## src/rtl/pc_pkg.sv

```systemverilog
// pc_pkg: shared definitions for the program-counter sequencer.
//   PC_SEL_W : width of the next-PC source select
//   pc_sel_t : next-PC source encoding; codes 5..7 are treated as increment
package pc_pkg;

   localparam int PC_SEL_W = 3;

   typedef enum logic [PC_SEL_W-1:0] {
      PC_INC  = 3'd0,
      PC_BR   = 3'd1,
      PC_JMP  = 3'd2,
      PC_CALL = 3'd3,
      PC_RET  = 3'd4
   } pc_sel_t;

endpackage

```

## src/rtl/pc_ras.sv

```systemverilog
// pc_ras: circular return-address stack.
//   i_clk     clock, rising edge
//   i_reset   asynchronous active-low reset
//   i_push    push i_data (push while full overwrites the oldest entry)
//   i_pop     pop top entry (pop while empty leaves the stack empty)
//   i_data    return address to push
//   o_top     current top-of-stack entry (valid only when not empty)
//   o_empty   stack holds no entries
//   o_full    stack holds RAS_DEPTH entries
//   o_ovf     one-cycle pulse after a push while full
//   o_unf     one-cycle pulse after a pop while empty
// Entry contents are not reset.
module pc_ras #(
   parameter int ADDR_W    = 7,
   parameter int RAS_DEPTH = 4
) (
   input  logic              i_clk,
   input  logic              i_reset,
   input  logic              i_push,
   input  logic              i_pop,
   input  logic [ADDR_W-1:0] i_data,
   output logic [ADDR_W-1:0] o_top,
   output logic              o_empty,
   output logic              o_full,
   output logic              o_ovf,
   output logic              o_unf
);

   localparam int PTR_W = $clog2(RAS_DEPTH);
   localparam int CNT_W = PTR_W + 1;
   localparam logic [PTR_W-1:0] PTR_ONE  = PTR_W'(1);
   localparam logic [CNT_W-1:0] CNT_ONE  = CNT_W'(1);
   localparam logic [CNT_W-1:0] CNT_FULL = CNT_W'(RAS_DEPTH);

   logic [ADDR_W-1:0] r_mem [RAS_DEPTH];
   logic [PTR_W-1:0]  r_ptr;   // next slot to write; top sits one below
   logic [CNT_W-1:0]  r_cnt;
   logic              r_ovf;
   logic              r_unf;
   logic              w_empty;
   logic              w_full;

   assign w_empty = (r_cnt == '0);
   assign w_full  = (r_cnt == CNT_FULL);

   // Pointer wraps naturally because the depth is a power of two, so a
   // push while full simply lands on the oldest entry.
   always_ff @(posedge i_clk) begin
      if (i_push) begin
         r_mem[r_ptr] <= i_data;
      end
   end

   always_ff @(posedge i_clk or negedge i_reset) begin
      if (!i_reset) begin
         r_ptr <= '0;
         r_cnt <= '0;
         r_ovf <= 1'b0;
         r_unf <= 1'b0;
      end else begin
         r_ovf <= i_push && w_full;
         r_unf <= i_pop && w_empty;
         if (i_push) begin
            r_ptr <= r_ptr + PTR_ONE;
            if (!w_full) begin
               r_cnt <= r_cnt + CNT_ONE;
            end
         end else if (i_pop && !w_empty) begin
            r_ptr <= r_ptr - PTR_ONE;
            r_cnt <= r_cnt - CNT_ONE;
         end
      end
   end

   assign o_top   = r_mem[r_ptr - PTR_ONE];
   assign o_empty = w_empty;
   assign o_full  = w_full;
   assign o_ovf   = r_ovf;
   assign o_unf   = r_unf;

endmodule

```

## src/rtl/pc_seq.sv

```systemverilog
// pc_seq: program-counter sequencer for the single-cycle core.
// Holds the PC and selects the next address from increment, relative branch,
// absolute jump, call, return or trap vector, with stall support.
// Optional feature macro: PC_RAS_EN (adds the return-address stack).
//   i_clk        clock, rising edge
//   i_reset      asynchronous active-low reset
//   i_stall      hold PC and RAS this cycle
//   i_trap       redirect to TRAP_VEC (overrides stall and select)
//   i_pc_sel     next-PC source (pc_sel_t)
//   i_br_off     signed branch offset
//   i_jmp_tgt    jump/call target; also fallback for RET on empty stack
//   o_pc         current PC (registered)
//   o_pc_plus1   o_pc + 1 (combinational)
//   o_ras_empty  RAS holds no entries
//   o_ras_full   RAS holds RAS_DEPTH entries
//   o_ras_ovf    one-cycle pulse after push while full
//   o_ras_unf    one-cycle pulse after pop while empty
module pc_seq
   import pc_pkg::*;
#(
   parameter int ADDR_W    = 7,
   parameter int RESET_VEC = 1,
   parameter int TRAP_VEC  = 0,
   parameter int RAS_DEPTH = 4
) (
   input  logic                i_clk,
   input  logic                i_reset,
   input  logic                i_stall,
   input  logic                i_trap,
   input  logic [PC_SEL_W-1:0] i_pc_sel,
   input  logic [ADDR_W-1:0]   i_br_off,
   input  logic [ADDR_W-1:0]   i_jmp_tgt,
   output logic [ADDR_W-1:0]   o_pc,
   output logic [ADDR_W-1:0]   o_pc_plus1,
   output logic                o_ras_empty,
   output logic                o_ras_full,
   output logic                o_ras_ovf,
   output logic                o_ras_unf
);

   localparam logic [ADDR_W-1:0] PC_ONE = ADDR_W'(1);
   localparam logic [ADDR_W-1:0] PC_RST = ADDR_W'(RESET_VEC);
   localparam logic [ADDR_W-1:0] PC_TRP = ADDR_W'(TRAP_VEC);

   logic [ADDR_W-1:0] r_pc;
   logic [ADDR_W-1:0] w_pc_next;
   logic [ADDR_W-1:0] w_pc_plus1;
   pc_sel_t           w_sel;

   assign w_sel      = pc_sel_t'(i_pc_sel);
   assign w_pc_plus1 = r_pc + PC_ONE;

`ifdef PC_RAS_EN
   logic              w_adv;
   logic              w_push;
   logic              w_pop;
   logic [ADDR_W-1:0] w_ras_top;
   logic              w_ras_empty;

   // Stack only moves on edges where the PC itself advances.
   assign w_adv  = !i_trap && !i_stall;
   assign w_push = w_adv && (w_sel == PC_CALL);
   assign w_pop  = w_adv && (w_sel == PC_RET);

   pc_ras #(
      .ADDR_W    (ADDR_W),
      .RAS_DEPTH (RAS_DEPTH)
   ) u_ras (
      .i_clk   (i_clk),
      .i_reset (i_reset),
      .i_push  (w_push),
      .i_pop   (w_pop),
      .i_data  (w_pc_plus1),
      .o_top   (w_ras_top),
      .o_empty (w_ras_empty),
      .o_full  (o_ras_full),
      .o_ovf   (o_ras_ovf),
      .o_unf   (o_ras_unf)
   );

   assign o_ras_empty = w_ras_empty;
`else
   assign o_ras_empty = 1'b1;
   assign o_ras_full  = 1'b0;
   assign o_ras_ovf   = 1'b0;
   assign o_ras_unf   = 1'b0;
`endif

   always_comb begin
      w_pc_next = w_pc_plus1;
      case (w_sel)
         PC_BR:   w_pc_next = r_pc + i_br_off;
         PC_JMP:  w_pc_next = i_jmp_tgt;
         PC_CALL: w_pc_next = i_jmp_tgt;
`ifdef PC_RAS_EN
         // Empty stack falls back to the jump target.
         PC_RET:  w_pc_next = w_ras_empty ? i_jmp_tgt : w_ras_top;
`else
         PC_RET:  w_pc_next = i_jmp_tgt;
`endif
         default: w_pc_next = w_pc_plus1;
      endcase
   end

   always_ff @(posedge i_clk or negedge i_reset) begin
      if (!i_reset) begin
         r_pc <= PC_RST;
      end else if (i_trap) begin
         r_pc <= PC_TRP;
      end else if (!i_stall) begin
         r_pc <= w_pc_next;
      end
   end

   assign o_pc       = r_pc;
   assign o_pc_plus1 = w_pc_plus1;

endmodule

```

## config.mk

```make
export PLATFORM = sky130hd
export DESIGN_NAME = pc_seq
export DESIGN_NICKNAME = d
export VERILOG_FILES = /design/src/rtl/pc_pkg.sv /design/src/rtl/pc_ras.sv /design/src/rtl/pc_seq.sv
export SDC_FILE = /design/constraint.sdc
export NUM_CORES = 1
export LEC_CHECK = 0
export BUFFER_PORTS_ARGS = -buffer_cell sky130_fd_sc_hd__buf_2
export CORE_MARGIN = 1
export CORE_UTILIZATION = 40
export CTS_CLUSTER_DIAMETER = 80
export DETAILED_ROUTE_END_ITERATION = 6
export PLACE_DENSITY = 0.74
export SYNTH_ARGS = -nofsm -noshare
export SYNTH_HDL_FRONTEND = slang
export SYNTH_HIERARCHICAL = 1
export SYNTH_SLANG_ARGS = --single-unit
```

## constraint.sdc

```tcl
create_clock -name i_clk -period 3.11 [get_ports i_clk]
set_clock_uncertainty 0.15 [all_clocks]
set_input_delay 0.4665 -clock i_clk [delete_from_list [all_inputs] [get_ports i_clk]]
set_output_delay 0.4665 -clock i_clk [all_outputs]
set_load 0.02 [all_outputs]
```

==> results of run 1 <==
routing by layer:
metal	up-vias	wire length, um	global-route usage, %
met1	507	1120	27.5
met4	0	18	5.26
met2	51	1340	37.1
li1	536	-	-
met3	4	250	6.32
met5	-	0	0
cell type report:
class                      instances  share of cell area, %
clock buffer                       4                   2.12
inverter                           9                   2.73
multi-input combinational        108                   63.3
sequential                         7                   14.2
tap                               30                   3.03
timing repair buffer              35                   14.5
cells in the final DEF, fill, tap and decap left out, drive strengths merged, types with 2 or more instances in the layout:
cell    netlist  layout
o22ai         2       2
a211oi        3       3
nand3         5       5
a221oi        3       3
xor2          3       3
clkbuf        1       4
nor2          6       6
nor2b         4       4
a22o          2       2
buf           8      34
xnor2         7       7
or2           2       2
mux2i         3       3
o31ai         2       2
or3           3       3
inv           9       9
conb          2       4
a21oi         9       9
nor3          5       5
o21ai         4       4
ha            7       7
nand2        10      10
mux2          2       2
or3b          2       2
dfrtp         6       6
o21bai        2       2
nand2b        4       4
kinds of logic after synthesis:
logic type      after synthesis  synth area share, %
compound gates               36                 24.6
flops                         7                 16.8
simple gates                 45                 25.2
fa+ha+maj                     8                 10.2
mux                           5                 5.01
xor+xnor                     10                 8.34
other cells                   2                0.715
buf+inv                      18                 9.18
final timing paths:
path	to	slack [ns]	cells after the start
max reg2reg	o_pc[4]$_DFFE_PN0P_	0.67	8
max	o_pc_plus1[6]	0.59	5
min	o_pc[0]$_DFFE_PN1P_	0.31	2
min in group asynchronous	o_pc[1]$_DFFE_PN0P_	0.42	2
max in group asynchronous	o_pc[0]$_DFFE_PN1P_	2.16	2
min reg2reg	o_pc[0]$_DFFE_PN1P_	0.42	2
where the power goes:
group          switching, mW  internal [mW]
clock                 0.0401         0.0494
combinational          0.108         0.0778
sequential            0.0152         0.0995
stage by stage:
stage	worst slack, ns	power [mW]	cells
after floorplan	0.778	0.250	133
after global placement	0.768	0.297	188
after detailed placement	0.710	0.300	188
after CTS	0.607	0.391	193
after global routing	0.492	0.419	193
final	0.593	0.390	193
==> metrics.md, run 1 <==
| Metric | Value |
|---|---|
| Outcome | `completed` |
| CP startpoint kind | `register` |
| Pwr dens | `315 mW/mm2` |
| Crit path cell chain | `ha_1 -> nand2_1 -> o21a_1 -> or2_2 -> buf_2` |
| Beginning of the worst hold path | `i_trap` |
| Final setup viols | `0` |
| Max reg flops | `7` |
| Fmax achieved | `0.397 GHz` |
| CTS Sinks | `7` |
| YS warnings | `6` |
| Post-Route Setup TNS | `0 ns` |
| Final Util | `50.0%` |
| Starting Density | `42.4%` |
| Synth cell count leaders | `nand2_1, a21oi_1, ha_1, inv_1, xnor2_1` |
| Unrepaired setup endpoints after global routing | `no` |
| Number of fill cells | `235` |
| WHS | `0.311 ns` |
| Synth Cell Area | `0.00105 mm2` |
| Vias/cell | `5.69` |
| FFs w/ async S/R, synth | `100%` |
| I/O pin total | `39` |
| Synth top area share | `14.3%` |
| Largest net degree at the start of global routing | `20` |
| FF+latch count, synth | `7` |
| Antenna Diode Count | `0` |
| Die H | `53.2 um` |
| Max Root-Sink Buffers | `2` |
| Total number of vias | `1098` |
| Vias in the first global route | `1012` |
| CTS tree | `yes` |
| Post-synth EDFFs | `0` |
| DR pass1 iterations | `4` |
| Count of cell types in the netlist | `50` |
| Post-CTS sizing | `0` |
| Worst setup startpoint | `o_pc[0]$_DFFE_PN1P_` |
| Pleak | `0.592 nW` |
| Postcts setup bufs | `0` |
| Area growth, synth to finish | `18.0%` |
| CTS root buf | `clkbuf_4` |
| Sequential cell area | `176 um2` |
| Initial antenna violation count | `0` |
| Max Cap Violations | `0` |
| Top delay family on crit path | `flip-flops` |
| Post-DP HPWL | `2.18 mm` |
| Crit path max fanout | `7` |
| Ys flop type | `dfrtp_1` |
| H-tree Lvls | `1` |
| Detailed Route Iter0 Violations | `36` |
| Proportion of layout cells with a drive suffix above 1 | `29.4%` |
| Residual DRC count | `0` |
| Clk_lat worst skew | `0.27 ns` |
| Mapped Cells | `131` |
| Crit end category | `primary output` |
| R2R Path Start | `o_pc[0]$_DFFE_PN1P_` |
| Tmin final | `2.52 ns` |
| Required @ worst endpoint | `2.49 ns` |
| Mean post-synth cell area | `8.01 um2` |
| Hold crit path type | `in -> reg` |
| Total gr overflow | `0` |
| Endpoints failing hold | `0` |
| Worst Path Buf+Inv | `1` |
| Overall routing resource usage | `22.1%` |
| Crit path arrival time | `1.90 ns` |
| Crit-path max cell delay | `0.59 ns` |
| Slew Limit Fails | `0` |
| First-pass GRT wire length | `4.49 mm` |
| Post-synth top area cell | `dfrtp_1` |
| Layout net count | `193` |
| Area contributors post-synth | `dfrtp_1, ha_1, xnor2_1` |
| Final instance area | `0.00124 mm2` |
| Routed WL per cell | `14.2 um` |
| Critical path class | `reg -> out` |
| Core Region | `0.00248 mm2` |
| Placer congestion estimate | `0.893` |
| I/O Buffers | `34` |
| Area of the multi-input gates | `785 um2` |
| ANT nets after route | `0` |
| Seq/Total Area, Yosys | `16.8%` |
| Num CTS Buffers | `3` |
| Placed cell area | `0.00120 mm2` |
| Rows | `18` |
| Count leader, synth | `nand2_1` |
| Slowest stage cell, crit path | `dfstp_2` |
| Die area | `0.00283 mm2` |
| Maximum VDD drop | `0.287 mV` |
| WL final | `2.73 mm` |
| Clk pin slew, worst setup/hold paths | `0.06 ns` |
| Die X | `53.2 um` |
| Fin crit share | `80.9%` |
| Hold buffer count at cts | `1` |
(Power assumes the default switching activity.)
==> run 2: changes to the inputs <==
==> constraint.sdc (replaced) <==
create_clock -name i_clk -period 2.5 [get_ports i_clk]
set_clock_uncertainty 0.15 [all_clocks]
set_input_delay 0.375 -clock i_clk [delete_from_list [all_inputs] [get_ports i_clk]]
set_output_delay 0.375 -clock i_clk [all_outputs]
set_load 0.02 [all_outputs]
==> run 2 against run 1 <==
Global-route usage fell by 0.43 points. Final area rose by 1.6%. First-iteration DRC count rose by 19%. Final cell count rose by 0.52%. Worst setup slack got worse by 0.47 ns. Non-clock buffer count rose by 1. Clock-buffer cell count did not move. Via count rose by 2.6%. Critical path type unchanged.
==> metrics.md, run 2 (synthesis results as in run 1) <==
| Metric | Value |
|---|---|
| CTS Sinks | `7 (unchanged)` |
| Most frequent cells in the layout | `buf_2, nand2_1, a21oi_1` |
| Postcts setup bufs | `0 (unchanged)` |
| Fin crit share | `95.1%` |
| Pwr Total | `0.495 mW (+27%)` |
| Beginning of the worst hold path | `i_trap` |
| Overall routing resource usage | `21.7% (-0.43 points)` |
| Slowest stage cell, crit path | `dfstp_2` |
| Core Region | `0.00248 mm2 (unchanged)` |
| Endpoints failing hold | `0 (unchanged)` |
| Seq pwr share | `28.7% (-0.7 points)` |
| Reg2Reg Setup Slack | `0.16 ns (-0.51 ns)` |
| Post-DP HPWL | `2.15 mm (-1.6%)` |
| Worst r2r path cells | `8 (unchanged)` |
| Crit end category | `primary output` |
| Routed WL per cell | `14.5 um (+2.1%)` |
| Hold crit path type | `in -> reg` |
| Proportion of layout cells with a drive suffix above 1 | `30.5% (+1.0 points)` |
| Crit path max fanout | `6 (-1)` |
| Crit-path max cell delay | `0.53 ns (-0.06 ns)` |
| Outcome | `completed` |
| Vias/cell | `5.80 (+2.0%)` |
| Tmin final | `2.38 ns` |
| Finished Layout Cells | `194 (+0.52%)` |
| Required @ worst endpoint | `1.98 ns (-0.51 ns)` |
| Die H | `53.2 um (unchanged)` |
| Residual DRC count | `0 (unchanged)` |
| I/O Buffers | `34 (unchanged)` |
| WL final | `2.81 mm (+2.7%)` |
| P_int | `0.286 mW (+26%)` |
| Max reg flops | `7 (unchanged)` |
| I/O pin total | `39 (unchanged)` |
| Unrepaired setup endpoints after global routing | `no` |
| Commonest non-fill, non-tap cell in the layout | `buf_2` |
| Num CTS Buffers | `3 (unchanged)` |
| Area growth, synth to finish | `19.9%` |
| Critical path class | `reg -> out` |
| Net Sw Frac | `42.1% (+0.28 points)` |
| Antenna Diode Count | `0 (unchanged)` |
| Starting Density | `42.4% (unchanged)` |
| Layout net count | `194 (+0.52%)` |
| R2R Path Start | `o_pc[0]$_DFFE_PN1P_` |
| Clk_lat worst skew | `0.26 ns (about the same)` |
| Pleak | `0.596 nW (+0.59%)` |
| H-tree Lvls | `1 (unchanged)` |
| Fmax achieved | `0.420 GHz` |
| Pwr dens | `393 mW/mm2 (+25%)` |
| Comb power frac | `49.2% (+1.6 points)` |
| CTS tree | `yes` |
| Max Cap Violations | `0 (unchanged)` |
| Clk pin slew, worst setup/hold paths | `0.06 ns (about the same)` |
| CTS root buf | `clkbuf_4` |
| Reg2reg end | `o_pc[4]$_DFFE_PN0P_` |
| Final setup viols | `0 (unchanged)` |
| Rows | `18 (unchanged)` |
| Vias in the first global route | `975 (-3.7%)` |
| Hold Path Stages | `2 (unchanged)` |
| Crit path cell chain | `buf_4 -> ha_4 -> nand2_1 -> o21a_1 -> or2_2 -> buf_2` |
| Largest net degree at the start of global routing | `20 (unchanged)` |
| Post-Route Setup TNS | `0 ns (unchanged)` |
| Sw Pwr | `0.209 mW (+28%)` |
| DR pass1 iterations | `5 (+1)` |
| Total gr overflow | `0 (unchanged)` |
| Initial antenna violation count | `0 (unchanged)` |
| Die area | `0.00283 mm2 (unchanged)` |
| Placer congestion estimate | `0.935 (+4.6%)` |
| Hold Path Sink | `o_pc[0]$_DFFE_PN1P_` |
| Detailed Route Iter0 Violations | `43 (+19%)` |
| Slew Limit Fails | `0 (unchanged)` |
| ANT nets after route | `0 (unchanged)` |
| Max Root-Sink Buffers | `2 (unchanged)` |
| Area of the multi-input gates | `797 um2 (+1.6%)` |
| CP startpoint kind | `register` |
| First-pass GRT wire length | `4.43 mm (-1.2%)` |
| Number of fill cells | `257 (+9.4%)` |
| Maximum VDD drop | `0.331 mV (+15%)` |
| Crit path arrival time | `1.85 ns (-0.05 ns)` |
| Clock power frac | `22.0% (-1.0 points)` |
| Total number of vias | `1126 (+2.6%)` |
| Sequential cell area | `176 um2 (unchanged)` |
| Die X | `53.2 um (unchanged)` |
| Dpl cells | `189 (+0.53%)` |
==> run 2: cell count changes in the layout (fill, tap and decap cells not counted), sizes merged <==
cell,previous run,this run
buf,34,35
==> run 2: per-layer routing <==
layer / vias to the layer above / track usage [%] / part of all wire (%)
met5: - / 0 / 0
met3: 4 / 5.46 / 7.8
met1: 540 / 29.1 / 43
li1: 535 / - / -
met2: 47 / 33.5 / 48
met4: 0 / 6.58 / 0.75
==> run 2: final cells by class <==
type | count | area share (%)
Multi-Input combinational cell | 108 | 63.3
Timing Repair Buffer | 36 | 14.9
Sequential cell | 7 | 14.0
Tap cell | 30 | 2.98
Inverter | 9 | 2.68
Clock buffer | 4 | 2.09
==> run 2: worst max-delay path: cells and delay by family (launching register included) <==
| family | cells | cell delay, ns |
|---|---|---|
| AO/OA/AOI/OAI | 1 | 0.19 |
| adder cells (fa/ha/maj) | 1 | 0.17 |
| buffers and inverters | 2 | 0.31 |
| flip-flops | 1 | 0.53 |
| AND/OR/NAND/NOR | 2 | 0.38 |
==> run 2: timing repair <==
action	CTS	global route
hold endpoints to repair	6	0
resized for setup	0	2
setup endpoints to repair	0	2
hold buffers	1	0
==> run 2: through the flow <==
| stage | hold WS (ns) | util, % | area, um2 | setup WS, ns |
|---|---|---|---|---|
| 2_1_floorplan | -0.0706 | - | 1060 | 0.168 |
| 3_3_place_gp | 0.0663 | 48.8 | 1210 | 0.239 |
| 3_5_place_dp | 0.0698 | 48.8 | 1210 | 0.180 |
| 4_1_cts | 0.220 | 50.3 | 1250 | 0.0217 |
| 5_1_grt | 0.220 | 50.8 | 1260 | 0.00521 |
| 6_report | 0.227 | 50.8 | 1260 | 0.121 |
==> run 2: worst max-delay path by stage <==
stage                                   start             endpoint
final                     o_pc[0]$_DFFE_PN1P_        o_pc_plus1[6]
after global routing      o_pc[0]$_DFFE_PN1P_  o_pc[4]$_DFFE_PN0P_
after CTS                 o_pc[0]$_DFFE_PN1P_        o_pc_plus1[6]
after detailed placement  o_pc[0]$_DFFE_PN1P_  o_pc[4]$_DFFE_PN0P_
after global placement    o_pc[0]$_DFFE_PN1P_  o_pc[4]$_DFFE_PN0P_
after floorplan           o_pc[0]$_DFFE_PN1P_  o_pc[4]$_DFFE_PN0P_
==> run 2: power groups by stage <==
stage               clock network, mW  logic (mW)  registers (mW)
floorplan                           0       0.160           0.152
global placement                    0       0.230           0.142
detailed placement                  0       0.235           0.143
CTS                             0.110       0.238           0.141
global route                    0.118       0.266           0.144
finish                          0.109       0.243           0.142
==> run 3: changes to the inputs <==
--- a/config.mk
+++ b/config.mk
@@ -10,8 +10,8 @@
 export CORE_UTILIZATION = 40
 export CTS_CLUSTER_DIAMETER = 80
 export DETAILED_ROUTE_END_ITERATION = 6
-export PLACE_DENSITY = 0.74
+export PLACE_DENSITY_LB_ADDON = 0.3
+export SETUP_SLACK_MARGIN = 0.05
 export SYNTH_ARGS = -nofsm -noshare
 export SYNTH_HDL_FRONTEND = slang
-export SYNTH_HIERARCHICAL = 1
 export SYNTH_SLANG_ARGS = --single-unit
==> run 3 against run 2 <==
Wire length down 0.39%. Worst setup slack better by 0.043 ns. Non-clock buffer count up 1. Largest cell class unchanged. Die area unchanged. Sequential power down 3%. Clock power about the same. Combinational power up 2%. Clock-buffer cell count unchanged. Via count down 2.7%.
==> metrics.md, run 3 <==
| Metric | Value |
|---|---|
| Outcome | `completed` |
| Postcts setup bufs | `0 (unchanged)` |
| Synth top area share | `14.3% (unchanged)` |
| Count of cell types in the netlist | `50 (unchanged)` |
| Initial antenna violation count | `0 (unchanged)` |
| Final setup viols | `0 (unchanged)` |
| Seq pwr share | `27.8% (-0.9 points)` |
| Mapped Cells | `131 (unchanged)` |
| Worst setup startpoint | `o_pc[0]$_DFFE_PN1P_` |
| H-tree Lvls | `1 (unchanged)` |
| Slew Limit Fails | `0 (unchanged)` |
| ANT nets after route | `0 (unchanged)` |
| R2R Path Start | `o_pc[0]$_DFFE_PN1P_` |
| Crit path cell chain | `buf_4 -> ha_4 -> nand2_1 -> o21a_1 -> or2_2 -> buf_2` |
| Pleak | `0.609 nW (+2.3%)` |
| Largest family of logic cells by synthesized area | `simple AND/OR/NAND/NOR gates` |
| Starting Density | `42.4% (unchanged)` |
| DR pass1 iterations | `4 (-1)` |
| Crit path arrival time | `1.81 ns (-0.04 ns)` |
| Final worst slack | `0.165 ns (+0.0433 ns)` |
| Vias in the first global route | `1045 (+7.2%)` |
| Post-DP HPWL | `2.28 mm (+6.3%)` |
| Synth cell count leaders | `nand2_1, a21oi_1, ha_1, inv_1, xnor2_1` |
| Mean post-synth cell area | `8.01 um2 (unchanged)` |
| FFs w/ async S/R, synth | `100% (unchanged)` |
| I/O Buffers | `34 (unchanged)` |
| P_int | `0.289 mW (+0.91%)` |
| Area growth, synth to finish | `21.3%` |
| Post-synthesis adder-cell area fraction | `10.3% (unchanged)` |
| Slowest stage cell, crit path | `dfstp_2` |
| Area contributors post-synth | `dfrtp_1, ha_1, xnor2_1` |
| Max Cap Violations | `0 (unchanged)` |
| Overall routing resource usage | `22.8% (+1.1 points)` |
| Clk_lat worst skew | `0.26 ns (about the same)` |
| Final instance area | `0.00127 mm2 (+1.2%)` |
| First-pass GRT wire length | `4.66 mm (+5.3%)` |
| Residual DRC count | `0 (unchanged)` |
| Die area | `0.00283 mm2 (unchanged)` |
| Rows | `18 (unchanged)` |
| Num CTS Buffers | `3 (unchanged)` |
| Fmax achieved | `0.428 GHz (+1.9%)` |
| Vias/cell | `5.62 (-3.2%)` |
| YS warnings | `0 (-6)` |
| Post-Route Setup TNS | `0 ns (unchanged)` |
| Most frequent cells in the layout | `buf_2, nand2_1, a21oi_1` |
| Pre-CTS setup slack | `0.168 ns (-0.0117 ns)` |
| FF+latch count, synth | `7 (unchanged)` |
| Required @ worst endpoint | `1.98 ns (about the same)` |
| Layout net count | `195 (+0.52%)` |
| Clock power frac | `22.3% (+0.3 points)` |
| Tmin final | `2.34 ns (-0.0433 ns)` |
| Endpoints failing hold | `0 (unchanged)` |
| Synth Cell Area | `0.00105 mm2 (unchanged)` |
| Multiplexer share of the synthesized area | `5.01% (unchanged)` |
| Core Region | `0.00248 mm2 (unchanged)` |
| Crit end category | `primary output` |
| CTS root buf | `clkbuf_4` |
| Met1 usage | `29.6% (+0.43 points)` |
| Hold crit path type | `in -> reg` |
| Max reg flops | `7 (unchanged)` |
| Net Sw Frac | `41.8% (-0.31 points)` |
| Placed cell area | `0.00122 mm2 (+0.62%)` |
| Antenna Diode Count | `0 (unchanged)` |
| Critical path class | `reg -> out` |
| Die H | `53.2 um (unchanged)` |
| Count leader, synth | `nand2_1` |
| Number of fill cells | `239 (-7.0%)` |
| CTS Sinks | `7 (unchanged)` |
| Fin crit share | `93.4% (-1.7 points)` |
| Gr busiest metal | `met2` |
| Routed WL per cell | `14.3 um (-0.90%)` |
| Unrepaired setup endpoints after global routing | `no` |
| Reg2Reg Setup Slack | `0.17 ns (about the same)` |
| Detailed Route Iter0 Violations | `38 (-12%)` |
| Crit-path max cell delay | `0.53 ns (about the same)` |
| Post-synth EDFFs | `0 (unchanged)` |
| Clk pin slew, worst setup/hold paths | `0.06 ns (about the same)` |
| Dpl cells | `190 (+0.53%)` |
| Met3 usage | `6.61% (+1.1 points)` |
| Ys flop type | `dfrtp_1` |
| CTS tree | `yes` |
| Maximum VDD drop | `0.243 mV (-26%)` |
| Crit path max fanout | `6 (unchanged)` |
| I/O pin total | `39 (unchanged)` |
| WL final | `2.79 mm (-0.39%)` |
| Proportion of layout cells with a drive suffix above 1 | `31.5% (+1.0 points)` |
| Beginning of the worst hold path | `i_trap` |
| Largest net degree at the start of global routing | `20 (unchanged)` |
| CP startpoint kind | `register` |
| Pwr dens | `390 mW/mm2 (-0.80%)` |
| M2 GR Usage | `36.0% (+2.5 points)` |
| Synth Area in Simple Gates | `25.1% (unchanged)` |
| Post-synthesis xor/xnor area fraction | `8.34% (unchanged)` |
| Comb power frac | `49.8% (+0.6 points)` |
| Total number of vias | `1096 (-2.7%)` |
| Max Root-Sink Buffers | `2 (unchanged)` |
| Post-synth top area cell | `dfrtp_1` |
| Synth Area in Compound Gates | `24.6% (unchanged)` |
| Total gr overflow | `0 (unchanged)` |
| Finished Layout Cells | `195 (+0.52%)` |
| Commonest non-fill, non-tap cell in the layout | `buf_2` |
| Sw Pwr | `0.208 mW (-0.35%)` |
| Placer congestion estimate | `0.879 (-6.0%)` |
| Seq/Total Area, Yosys | `16.8% (unchanged)` |
| Pwr Total | `0.497 mW (+0.38%)` |
| Die X | `53.2 um (unchanged)` |
## run 3: timing repair
action,4_1_cts,5_1_grt
hold buffers,1,0
endpoints found under the setup margin,1,2
hold endpoints to repair,6,0
gates cloned,0,0
resized for setup,1,2
pin swaps,0,0
## run 3: critical path, delay by kind of cell (launching register included)
kind,cells,cell delay [ns]
buffers and inverters,2,0.31
adder cells (fa/ha/maj),1,0.17
AND/OR/NAND/NOR,2,0.36
AO/OA/AOI/OAI,1,0.18
flip-flops,1,0.53
## run 3: per-stage QoR
step / hold slack, ns / util [%]
after CTS: 0.230 / 50.7
after global routing: 0.251 / 51.4
after global placement: 0.0712 / 49.1
final: 0.241 / 51.4
after floorplan: -0.0706 / -
after detailed placement: 0.0831 / 49.1
## run 3: path summary, 6_finish.rpt
| path | endpoint | cells past startpoint |
|---|---|---|
| min reg2reg | o_pc[3]$_DFFE_PN0P_ | 1 |
| min | o_pc[5]$_DFFE_PN0P_ | 2 |
| max reg2reg | o_pc[4]$_DFFE_PN0P_ | 8 |
| min in group asynchronous | o_pc[6]$_DFFE_PN0P_ | 2 |
| max in group asynchronous | o_pc[0]$_DFFE_PN1P_ | 2 |
| max | o_pc_plus1[6] | 6 |
## run 3: kinds of logic (layout without fill, tap and decap cells)
group | Yosys count | count (layout)
XOR/XNOR | 10 | 10
flip-flops | 7 | 7
multiplexers | 5 | 5
AO/OA/AOI/OAI | 36 | 36
AND/OR/NAND/NOR | 45 | 45
adder cells (fa/ha/maj) | 8 | 8
buffers and inverters | 18 | 50
other | 2 | 4
## run 3: power groups by stage
| stage | clock network (mW) | logic (mW) | registers [mW] |
|---|---|---|---|
| finish | 0.111 | 0.247 | 0.138 |
| global route | 0.122 | 0.275 | 0.140 |
| CTS | 0.114 | 0.243 | 0.137 |
| detailed placement | 0 | 0.241 | 0.139 |
| global placement | 0 | 0.236 | 0.139 |
| floorplan | 0 | 0.160 | 0.152 |
## run 3: layer usage
metal | wire length [um] | part of all wire (%)
met5 | 0 | 0
met4 | 46 | 1.6
met3 | 201 | 7.2
met2 | 1350 | 48
met1 | 1200 | 43
## run 3: final cells by class
| type | instances | area [um2] | area share (%) |
|---|---|---|---|
| repair buffers | 37 | 195 | 15.3 |
| inverters | 9 | 33.8 | 2.65 |
| flip-flops and latches | 7 | 176 | 13.9 |
| clock buffers | 4 | 26.3 | 2.06 |
| multi-input cells | 108 | 805 | 63.2 |
| well taps | 30 | 37.5 | 2.95 |
